$ cat src/rtl/uart_tx_scheduler.sv
// Round-robin scheduler sharing one UART transmitter
// between NUM_REQ byte requesters, with guard gap.
module uart_tx_scheduler #(
  parameter int NUM_REQ      = 4,
  parameter int GAP_CYCLES   = 16,
  parameter int BUSY_TIMEOUT = 8,
  parameter int CNT_W        = 16
) (
  input  logic                       clk,
  input  logic                       rst,
  input  logic                       enable,
  input  logic [NUM_REQ-1:0]         req_valid,
  input  logic [8*NUM_REQ-1:0]       req_data,
  output logic [NUM_REQ-1:0]         req_ready,
  output logic [7:0]                 uart_tx_data,
  output logic                       uart_tx_start,
  input  logic                       uart_tx_busy,
  output logic [$clog2(NUM_REQ)-1:0] grant_id,
  output logic                       grant_active,
  output logic                       timeout_err,
  output logic [CNT_W-1:0]           frames_sent,
  output logic [CNT_W-1:0]           frames_err
);

  localparam int IDW = $clog2(NUM_REQ);
  localparam int WW  = $clog2(BUSY_TIMEOUT);
  localparam int GW  = (GAP_CYCLES > 1) ?
                       $clog2(GAP_CYCLES) : 1;

  localparam logic [IDW-1:0] PTR_RST =
    IDW'(NUM_REQ - 1);
  localparam logic [WW-1:0] W_LAST =
    WW'(BUSY_TIMEOUT - 1);
  localparam logic [GW-1:0] G_LAST =
    GW'((GAP_CYCLES == 0) ? 0 : GAP_CYCLES - 1);
  localparam logic [NUM_REQ-1:0] ONE =
    NUM_REQ'(1);

  typedef enum logic [2:0] {
    S_IDLE,
    S_START,
    S_WAIT_BUSY,
    S_WAIT_DONE,
    S_GAP
  } state_t;

  state_t             state_q, state_d;
  logic [IDW-1:0]     ptr_q, ptr_d;
  logic [WW-1:0]      wcnt_q, wcnt_d;
  logic [GW-1:0]      gcnt_q, gcnt_d;
  logic [NUM_REQ-1:0] ready_q, ready_d;
  logic               start_q, start_d;
  logic [7:0]         data_q, data_d;
  logic [IDW-1:0]     id_q, id_d;
  logic               active_q, active_d;
  logic               terr_q, terr_d;
  logic [CNT_W-1:0]   sent_q, sent_d;
  logic [CNT_W-1:0]   err_q, err_d;

  logic               found;
  logic [IDW-1:0]     sel;
  logic [7:0]         sel_byte;

  function automatic int slot(
    input logic [IDW-1:0] p,
    input int             k
  );
    return (int'(p) + k) % NUM_REQ;
  endfunction

  // Pick first valid requester after the last winner
  always_comb begin
    found    = 1'b0;
    sel      = '0;
    sel_byte = '0;
    for (int i = 1; i <= NUM_REQ; i++) begin
      if (!found && req_valid[slot(ptr_q, i)]) begin
        found    = 1'b1;
        sel      = IDW'(slot(ptr_q, i));
        sel_byte = req_data[slot(ptr_q, i)*8 +: 8];
      end
    end
  end

  // Frame sequencing: next state and registered outputs
  always_comb begin
    state_d  = state_q;
    ptr_d    = ptr_q;
    wcnt_d   = wcnt_q;
    gcnt_d   = gcnt_q;
    ready_d  = '0;
    start_d  = 1'b0;
    data_d   = data_q;
    id_d     = id_q;
    active_d = active_q;
    terr_d   = 1'b0;
    sent_d   = sent_q;
    err_d    = err_q;
    case (state_q)
      S_IDLE: begin
        if (enable && found) begin
          ready_d  = ONE << sel;
          data_d   = sel_byte;
          id_d     = sel;
          active_d = 1'b1;
          ptr_d    = sel;
          state_d  = S_START;
        end
      end
      S_START: begin
        start_d = 1'b1;
        wcnt_d  = '0;
        state_d = S_WAIT_BUSY;
      end
      S_WAIT_BUSY: begin
        if (uart_tx_busy) begin
          state_d = S_WAIT_DONE;
        end else if (wcnt_q == W_LAST) begin
          terr_d  = 1'b1;
          err_d   = err_q + 1'b1;
          gcnt_d  = '0;
          state_d = S_GAP;
        end else begin
          wcnt_d = wcnt_q + 1'b1;
        end
      end
      S_WAIT_DONE: begin
        if (!uart_tx_busy) begin
          sent_d  = sent_q + 1'b1;
          gcnt_d  = '0;
          state_d = S_GAP;
        end
      end
      S_GAP: begin
        if (gcnt_q == G_LAST) begin
          active_d = 1'b0;
          state_d  = S_IDLE;
        end else begin
          gcnt_d = gcnt_q + 1'b1;
        end
      end
      default: begin
        state_d = S_IDLE;
      end
    endcase
  end

  // State and output registers, async reset
  always_ff @(posedge clk or posedge rst) begin
    if (rst) begin
      state_q  <= S_IDLE;
      ptr_q    <= PTR_RST;
      wcnt_q   <= '0;
      gcnt_q   <= '0;
      ready_q  <= '0;
      start_q  <= 1'b0;
      data_q   <= '0;
      id_q     <= '0;
      active_q <= 1'b0;
      terr_q   <= 1'b0;
      sent_q   <= '0;
      err_q    <= '0;
    end else begin
      state_q  <= state_d;
      ptr_q    <= ptr_d;
      wcnt_q   <= wcnt_d;
      gcnt_q   <= gcnt_d;
      ready_q  <= ready_d;
      start_q  <= start_d;
      data_q   <= data_d;
      id_q     <= id_d;
      active_q <= active_d;
      terr_q   <= terr_d;
      sent_q   <= sent_d;
      err_q    <= err_d;
    end
  end

  assign req_ready     = ready_q;
  assign uart_tx_data  = data_q;
  assign uart_tx_start = start_q;
  assign grant_id      = id_q;
  assign grant_active  = active_q;
  assign timeout_err   = terr_q;
  assign frames_sent   = sent_q;
  assign frames_err    = err_q;

endmodule

$ cat config.mk
export PLATFORM = sky130hd
export DESIGN_NAME = uart_tx_scheduler
export DESIGN_NICKNAME = d
export VERILOG_FILES = /design/src/rtl/uart_tx_scheduler.sv
export SDC_FILE = /design/constraint.sdc
export NUM_CORES = 1
export LEC_CHECK = 0
export BUFFER_PORTS_ARGS = -buffer_cell sky130_fd_sc_hd__buf_2
export CAP_MARGIN = 20
export CORE_UTILIZATION = 60
export CTS_BUF_LIST = sky130_fd_sc_hd__clkbuf_4
export DETAILED_ROUTE_END_ITERATION = 7
export PLACE_DENSITY = 0.95
export SLEW_MARGIN = 5
export SYNTH_ARGS = -nofsm -noshare
export SYNTH_HDL_FRONTEND = slang
export SYNTH_SLANG_ARGS = --single-unit
$ cat constraint.sdc
create_clock -name clk -period 3.9 [get_ports clk]
set_input_delay 0.195 -clock clk [delete_from_list [all_inputs] [get_ports clk]]
set_output_delay 0.195 -clock clk [all_outputs]
set_load 0.02 [all_outputs]
==> impl_metrics.csv, run 1 <==
group,metric,value,unit
outcome,status,"finished, final reports clean",
detailed_routing,ant_nets,0,
timing,rsz0062_at_grt,"no",
setup_path,crit_chain,"nor4bb_1 -> o21bai_1 -> o221ai_1 -> o32a_1",
logic_synthesis,ys_types,65,
hold_path,hp-class,"input pin to register",
finish,postLayoutCellArea,4360,µm²
timing,timing.hold.ws,0.0678,ns
floorplanning,io_pins,89,
setup_path,critPathKind,"register to register",
finish,syn_to_final_growth,16.6,%
logic_synthesis,synth-main-ff-cell,"dfrtp_1",
logic_synthesis,netlist.area_leader.share,0.395,
setup_path,critical_path_required,4.22,ns
cts,cts_max_level,3,
cts,cts-root-buf,"clkbuf_4",
power,p_per_area,577,nW/µm²
timing,min_period,2.38,ns
timing,fmax,420,MHz
logic_synthesis,synth_edf_count,0,
cts,numCtsBuffers,9,
timing,fin_setup_tns,0,ns
finish,final_core_util,0.733,
setup_path,cp-end-kind,"register",
power,p_seq_frac,0.400,
detailed_routing,num_vias,3438,
logic_synthesis,synth_top_cell_by_area,"dfrtp_1",
logic_synthesis,yosysWarningCount,0,
power,p_int,1.45,mW
cts,cts_tree,"yes",
setup_path,worstPathArrival,2.70,ns
logic_synthesis,synth_area,3740,µm²
finish,num-fill-cells,418,
detailed_routing,wl_per_cell,17.2,µm
setup_path,crit_slowest_cell,"dfstp_2",
floorplanning,start_util,0.628,
placed_design,pre_cts_slack,1.54,ns
timing,final_hold_viol_count,0,
timing,slew_viol_final,0,
power,p_switching,1.07,mW
cts,clk_latency,0.43,ns
cts,cts_max_path_buffers,2,
floorplanning,core,5960,µm²
logic_synthesis,syn_avg_cell_area,9.87,µm²
power,p_clk_frac,0.183,
logic_synthesis,syn_nets,424,
setup_path,crit_fanout,26,
flow_run,cap_violations,0,
placed_design,place_congestion,0.957,
placed_design,dpl_cell_area,4210,µm²
timing,setup_ws,1.52,ns
logic_synthesis,async_flop_share,1.00,
timing,tightestPinTransition,0.773,ns
logic_synthesis,yosysMostFrequentCell,"dfrtp_1",
cts,cts_num_sinks,61,
detailed_routing,firstDrtPassIters,5,
placed_design,dpl.hpwl,6.61,mm
setup_path,slowest_delay,0.92,ns
floorplanning,die_y,81.0,µm
logic_synthesis,ys_ff_latch,61,
setup_path,startpoint_type,"register",
floorplanning,die_area,6560,µm²
grt,grt_pass1_vias,3226,
grt,grt_antenna_before_repair,0,
logic_synthesis,seq_area_frac_synth,0.409,
logic_synthesis,synthTopCellsByCount,"dfrtp_1, nand2_1, nor2_1, mux2i_1",
floorplanning,die_w,81.0,µm
grt,grt_usage,0.310,
timing,period_share,0.611,
detailed_routing,routed_wl,9.34,mm
detailed_routing,viasPerCell,6.32,
power,ir_worst_vdd,340,µV
cts,clkTransAtPathRegs,0.11,ns
finish,antenna_cells,0,
finish,final_nets,509,
finish,drive_gt1_frac,0.290,
grt,grt_max_degree,62,
power,comb_power_share,0.417,
floorplanning,rows,28,
power,switching_share,0.423,
power,p_leak,2.11,nW
detailed_routing,drtIter0Drc,164,
setup_path,reg2reg_setup_slack,1.52,ns
logic_synthesis,synth_area_leaders,"dfrtp_1, mux2i_1, xnor2_1, nand2_1, mux4_2",
timing,clock_skew,0.0134,ns
grt,grt_first_pass_wirelength,15.3,mm
cts,post_cts_buffers,0,
grt,grt_overflow,0,
logic_synthesis,syn_inst,379,
placed_design,io_buffers,88,
detailed_routing,drc,0,
timing,relSlewSlack,0.483,
timing,setup_viol,0,
## stage by stage
step | power, mW | cells
6_report | 2.52 | 544
5_1_grt | 2.69 | 544
4_1_cts | 2.51 | 544
3_5_place_dp | 2.06 | 527
3_3_place_gp | 2.01 | 527
2_1_floorplan | 1.78 | 379
## cells by family after synthesis
kind of cell             count (synthesis)  synth area share
AND/OR/NAND/NOR                        137             0.202
buffers and inverters                   25            0.0311
AO/OA/AOI/OAI                           85             0.156
adder cells (fa/ha/maj)                  5            0.0167
XOR/XNOR                                30            0.0702
multiplexers                            36             0.115
flip-flops                              61             0.409
## layout by cell type (no fill, tap or decap), types with 3 or more instances in the layout
cell type,netlist,final
buf_2,12,88
dfrtp_1,59,59
nand2_1,33,33
nor2_1,29,29
mux2i_1,25,25
xnor2_1,18,18
a21oi_1,18,18
o21ai_1,13,13
xor2_1,12,12
o21ai_0,12,12
nand3_1,11,11
nand4_1,10,10
clkbuf_4,0,9
and3_1,7,7
a22o_1,7,7
mux2_2,6,6
o32a_1,6,6
nand2b_1,5,5
nor2b_1,5,5
nor3_1,5,5
mux4_2,5,5
ha_1,5,5
and2_1,4,4
a31oi_1,4,4
inv_1,5,4
a222oi_1,4,4
buf_4,2,4
and4_1,3,3
nor4bb_1,3,3
## layout make-up
class,count,area (µm²),share of cell area
Tap cell,75,93.8,0.0215
Clock buffer,9,67.6,0.0155
Inverter,6,22.5,0.00516
Clock inverter,7,72.6,0.0166
Multi-Input combinational cell,293,2100,0.481
Timing Repair Buffer,93,480,0.110
Sequential cell,61,1530,0.350
## worst paths after layout
kind	start	endpoint	depth (start not counted)
max	ptr_q[0]	uart_tx_data[0]	4
min	uart_tx_busy	state_q[0]	3
max reg2reg	ptr_q[0]	uart_tx_data[0]	4
min reg2reg	frames_sent[15]	frames_sent[15]	1
max in group asynchronous	rst	uart_tx_data[0]	4
min in group asynchronous	rst	frames_err[13]	4
## power by group through the flow
stage | clock network (mW) | logic (mW) | registers, mW
6_report | 0.460 | 1.05 | 1.01
5_1_grt | 0.495 | 1.16 | 1.03
4_1_cts | 0.462 | 1.05 | 1.00
3_5_place_dp | 0 | 1.04 | 1.01
3_3_place_gp | 0 | 1.01 | 1.00
2_1_floorplan | 0 | 0.789 | 0.986
## per-layer routing
| layer | track usage | part of all wire | vias to the layer above | routed length, µm |
|---|---|---|---|---|
| met5 | 0 | 0 | - | 0 |
| met4 | 0.157 | 0.021 | 0 | 197 |
| met3 | 0.0663 | 0.072 | 20 | 674 |
| met2 | 0.486 | 0.48 | 148 | 4530 |
| met1 | 0.406 | 0.42 | 1685 | 3940 |
| li1 | - | - | 1585 | - |
## flip-flops by register name (all words and copies together), names as in the netlist
signal         flops
uart_tx_data       8
timeout_err        1
gcnt_q             4
frames_err        16
uart_tx_start      1
state_q            3
grant_active       1
frames_sent       16
grant_id           2
req_ready          4
ptr_q              2
wcnt_q             3
## worst max-delay path: cells and delay by family (launching register included)
| kind | cells | cell delay [ns] |
|---|---|---|
| AOI/OAI and AO/OA | 3 | 1.21 |
| DFF | 1 | 0.92 |
| and+or+nand+nor | 1 | 0.13 |
## what timing repair did
item / CTS / global route
gates resized for setup: 0 / 0
hold endpoints to repair: 25 / 0
hold buffers: 1 / 0
Note: power is estimated with default switching activity, not from simulation.
==> inputs of run 2 (changes only) <==
--- a/config.mk
+++ b/config.mk
@@ -7,10 +7,10 @@
 export LEC_CHECK = 0
 export BUFFER_PORTS_ARGS = -buffer_cell sky130_fd_sc_hd__buf_2
 export CAP_MARGIN = 20
-export CORE_UTILIZATION = 60
+export CORE_UTILIZATION = 50
 export CTS_BUF_LIST = sky130_fd_sc_hd__clkbuf_4
 export DETAILED_ROUTE_END_ITERATION = 7
-export PLACE_DENSITY = 0.95
+export PLACE_DENSITY = 0.9
 export SLEW_MARGIN = 5
 export SYNTH_ARGS = -nofsm -noshare
 export SYNTH_HDL_FRONTEND = slang
==> constraint.sdc (replaced) <==
create_clock -name clk -period 2.1 [get_ports clk]
set_input_delay 0.105 -clock clk [delete_from_list [all_inputs] [get_ports clk]]
set_output_delay 0.105 -clock clk [all_outputs]
set_load 0.02 [all_outputs]
==> run 2 against run 1 <==
Effect of this change:
- final area up 5.0%
- clock power up 67%
- sequential share of layout area down 1.7 points
- fmax up 16%
- critical path depth up 1
- critical path type unchanged
- worst setup slack worse by 1.5 ns
- hold slack worse by 0.046 ns
- clock skew up 0.0043 ns
- routed wire length down 0.29%
- combinational power up 130%
- first-iteration DRC count up 11%
==> impl_metrics.csv, run 2 (synthesis results as in run 1) <==
group,metric,value,unit
outcome,status,"finished, final reports clean",
placed_design,place_congestion,0.922,
cts,cts_max_path_buffers,2,
hold_path,hp-class,"input pin to register",
floorplanning,die_y,88.5,µm
floorplanning,die_area,7830,µm²
detailed_routing,drtIter0Drc,182,
power,switching_share,0.408,
detailed_routing,routed_wl,9.31,mm
detailed_routing,wl_per_cell,15.9,µm
cts,clkTransAtPathRegs,0.11,ns
timing,relSlewSlack,0.666,
timing,final_hold_viol_count,0,
grt,use_met3,0.0457,
setup_path,startpoint_type,"register",
detailed_routing,ant_nets,0,
floorplanning,rows,31,
finish,num-fill-cells,577,
setup_path,worstPathArrival,2.36,ns
finish,final_cell_mix,"buf_2, dfrtp_1, nand2_1, nor2_1, mux2i_1",
finish,antenna_cells,0,
power,p_switching,1.99,mW
timing,fin_setup_tns,0,ns
detailed_routing,viasPerCell,5.99,
cts,cts_max_level,3,
cts,cts_num_sinks,61,
setup_path,crit_fanout,7,
grt,grt_pass1_vias,3392,
detailed_routing,firstDrtPassIters,7,
setup_path,critical_path_required,2.40,ns
finish,final_common_cell,"buf_2",
timing,setup_viol,0,
timing,min_period,2.06,ns
power,p_leak,2.20,nW
power,p_clk_frac,0.158,
timing,fmax,485,MHz
grt,grt_overflow,0,
grt,globalRouteMet2Util,0.443,
floorplanning,start_util,0.516,
detailed_routing,num_vias,3516,
timing,tightestPinTransition,0.497,ns
placed_design,dpl.hpwl,6.69,mm
finish,final_nets,529,
power,p_per_area,1060,nW/µm²
placed_design,dpl_cell_area,4400,µm²
setup_path,cp-end-kind,"register",
finish,drive_gt1_frac,0.326,
cts,numCtsBuffers,9,
grt,grt_antenna_before_repair,0,
timing,clock_skew,0.0177,ns
cts,cts_tree,"yes",
setup_path,critPathKind,"register to register",
floorplanning,core,7250,µm²
floorplanning,die_w,88.5,µm
cts,clk_latency,0.40,ns
detailed_routing,drc,0,
timing,period_share,0.981,
grt,grtUsageMet1,0.298,
power,p_seq_frac,0.353,
power,comb_power_share,0.489,
cts,cts-root-buf,"clkbuf_4",
timing,timing.hold.ws,0.0222,ns
finish,postLayoutCellArea,4580,µm²
placed_design,io_buffers,88,
floorplanning,io_pins,89,
timing,slew_viol_final,0,
grt,grt_usage,0.251,
grt,grt_max_degree,62,
finish,syn_to_final_growth,22.4,%
flow_run,cap_violations,0,
power,p_int,2.88,mW
finish,final_core_util,0.631,
power,ir_worst_vdd,517,µV
grt,grt_busiest_layer,"met2",
grt,grt_first_pass_wirelength,15.1,mm
[run 2: cell count changes in the layout (fill, tap and decap cells not counted), moves of 2 or more]
cell,delta
buf_12,+2
buf_6,+2
inv_6,-2
buf_4,+16
[run 2: stage by stage]
step	cells	power, mW	worst slack [ns]
2_1_floorplan	379	3.30	0.147
3_3_place_gp	568	3.92	0.154
3_5_place_dp	568	4.02	0.0641
4_1_cts	584	4.79	0.0405
5_1_grt	587	5.17	-0.0270
6_report	587	4.87	0.0398
[run 2: power groups by stage]
stage | registers (mW) | clock network, mW | logic, mW
floorplan | 1.83 | 0 | 1.47
global placement | 1.71 | 0 | 2.20
detailed placement | 1.73 | 0 | 2.29
CTS | 1.71 | 0.785 | 2.29
global route | 1.75 | 0.845 | 2.57
finish | 1.72 | 0.770 | 2.38
[run 2: final cells by class]
class / instances / area [µm²] / share of cell area
Sequential cell: 61 / 1530 / 0.334
Clock inverter: 6 / 55.1 / 0.0120
Tap cell: 99 / 124 / 0.0270
Timing Repair Buffer: 113 / 663 / 0.145
Clock buffer: 9 / 67.6 / 0.0148
Inverter: 6 / 22.5 / 0.00492
Multi-Input combinational cell: 293 / 2120 / 0.463
[run 2: worst paths after layout]
| path | end | cells past startpoint | slack [ns] | start |
|---|---|---|---|---|
| worst min-delay path | state_q[0] | 3 | 0.02 | uart_tx_busy |
| worst min register to register | frames_err[15] | 1 | 0.47 | frames_err[15] |
| worst max-delay path | uart_tx_data[2] | 5 | 0.04 | ptr_q[1] |
| worst max register to register | uart_tx_data[2] | 5 | 0.04 | ptr_q[1] |
| min in group asynchronous | frames_sent[12] | 4 | 0.32 | rst |
| max in group asynchronous | ptr_q[1] | 4 | 1.48 | rst |
[run 2: repair_timing]
item,4_1_cts,5_1_grt
hold buffers,1,0
buffers inserted,0,3
setup endpoints to repair,0,9
endpoints found under the hold margin,59,0
resized for setup,0,10
[run 2: worst max-delay path: stages, from the launching register on]
cell and delay [ns]:
dfstp_2 0.63, buf_4 0.14, mux4_2 0.60, nand3_1 0.13, nand4_1 0.10, o32a_1 0.34
[run 2: metal layers]
| metal | vias up | part of all wire |
|---|---|---|
| li1 | 1627 | - |
| met1 | 1693 | 0.40 |
| met2 | 172 | 0.50 |
| met3 | 24 | 0.073 |
| met4 | 0 | 0.024 |
| met5 | - | 0 |
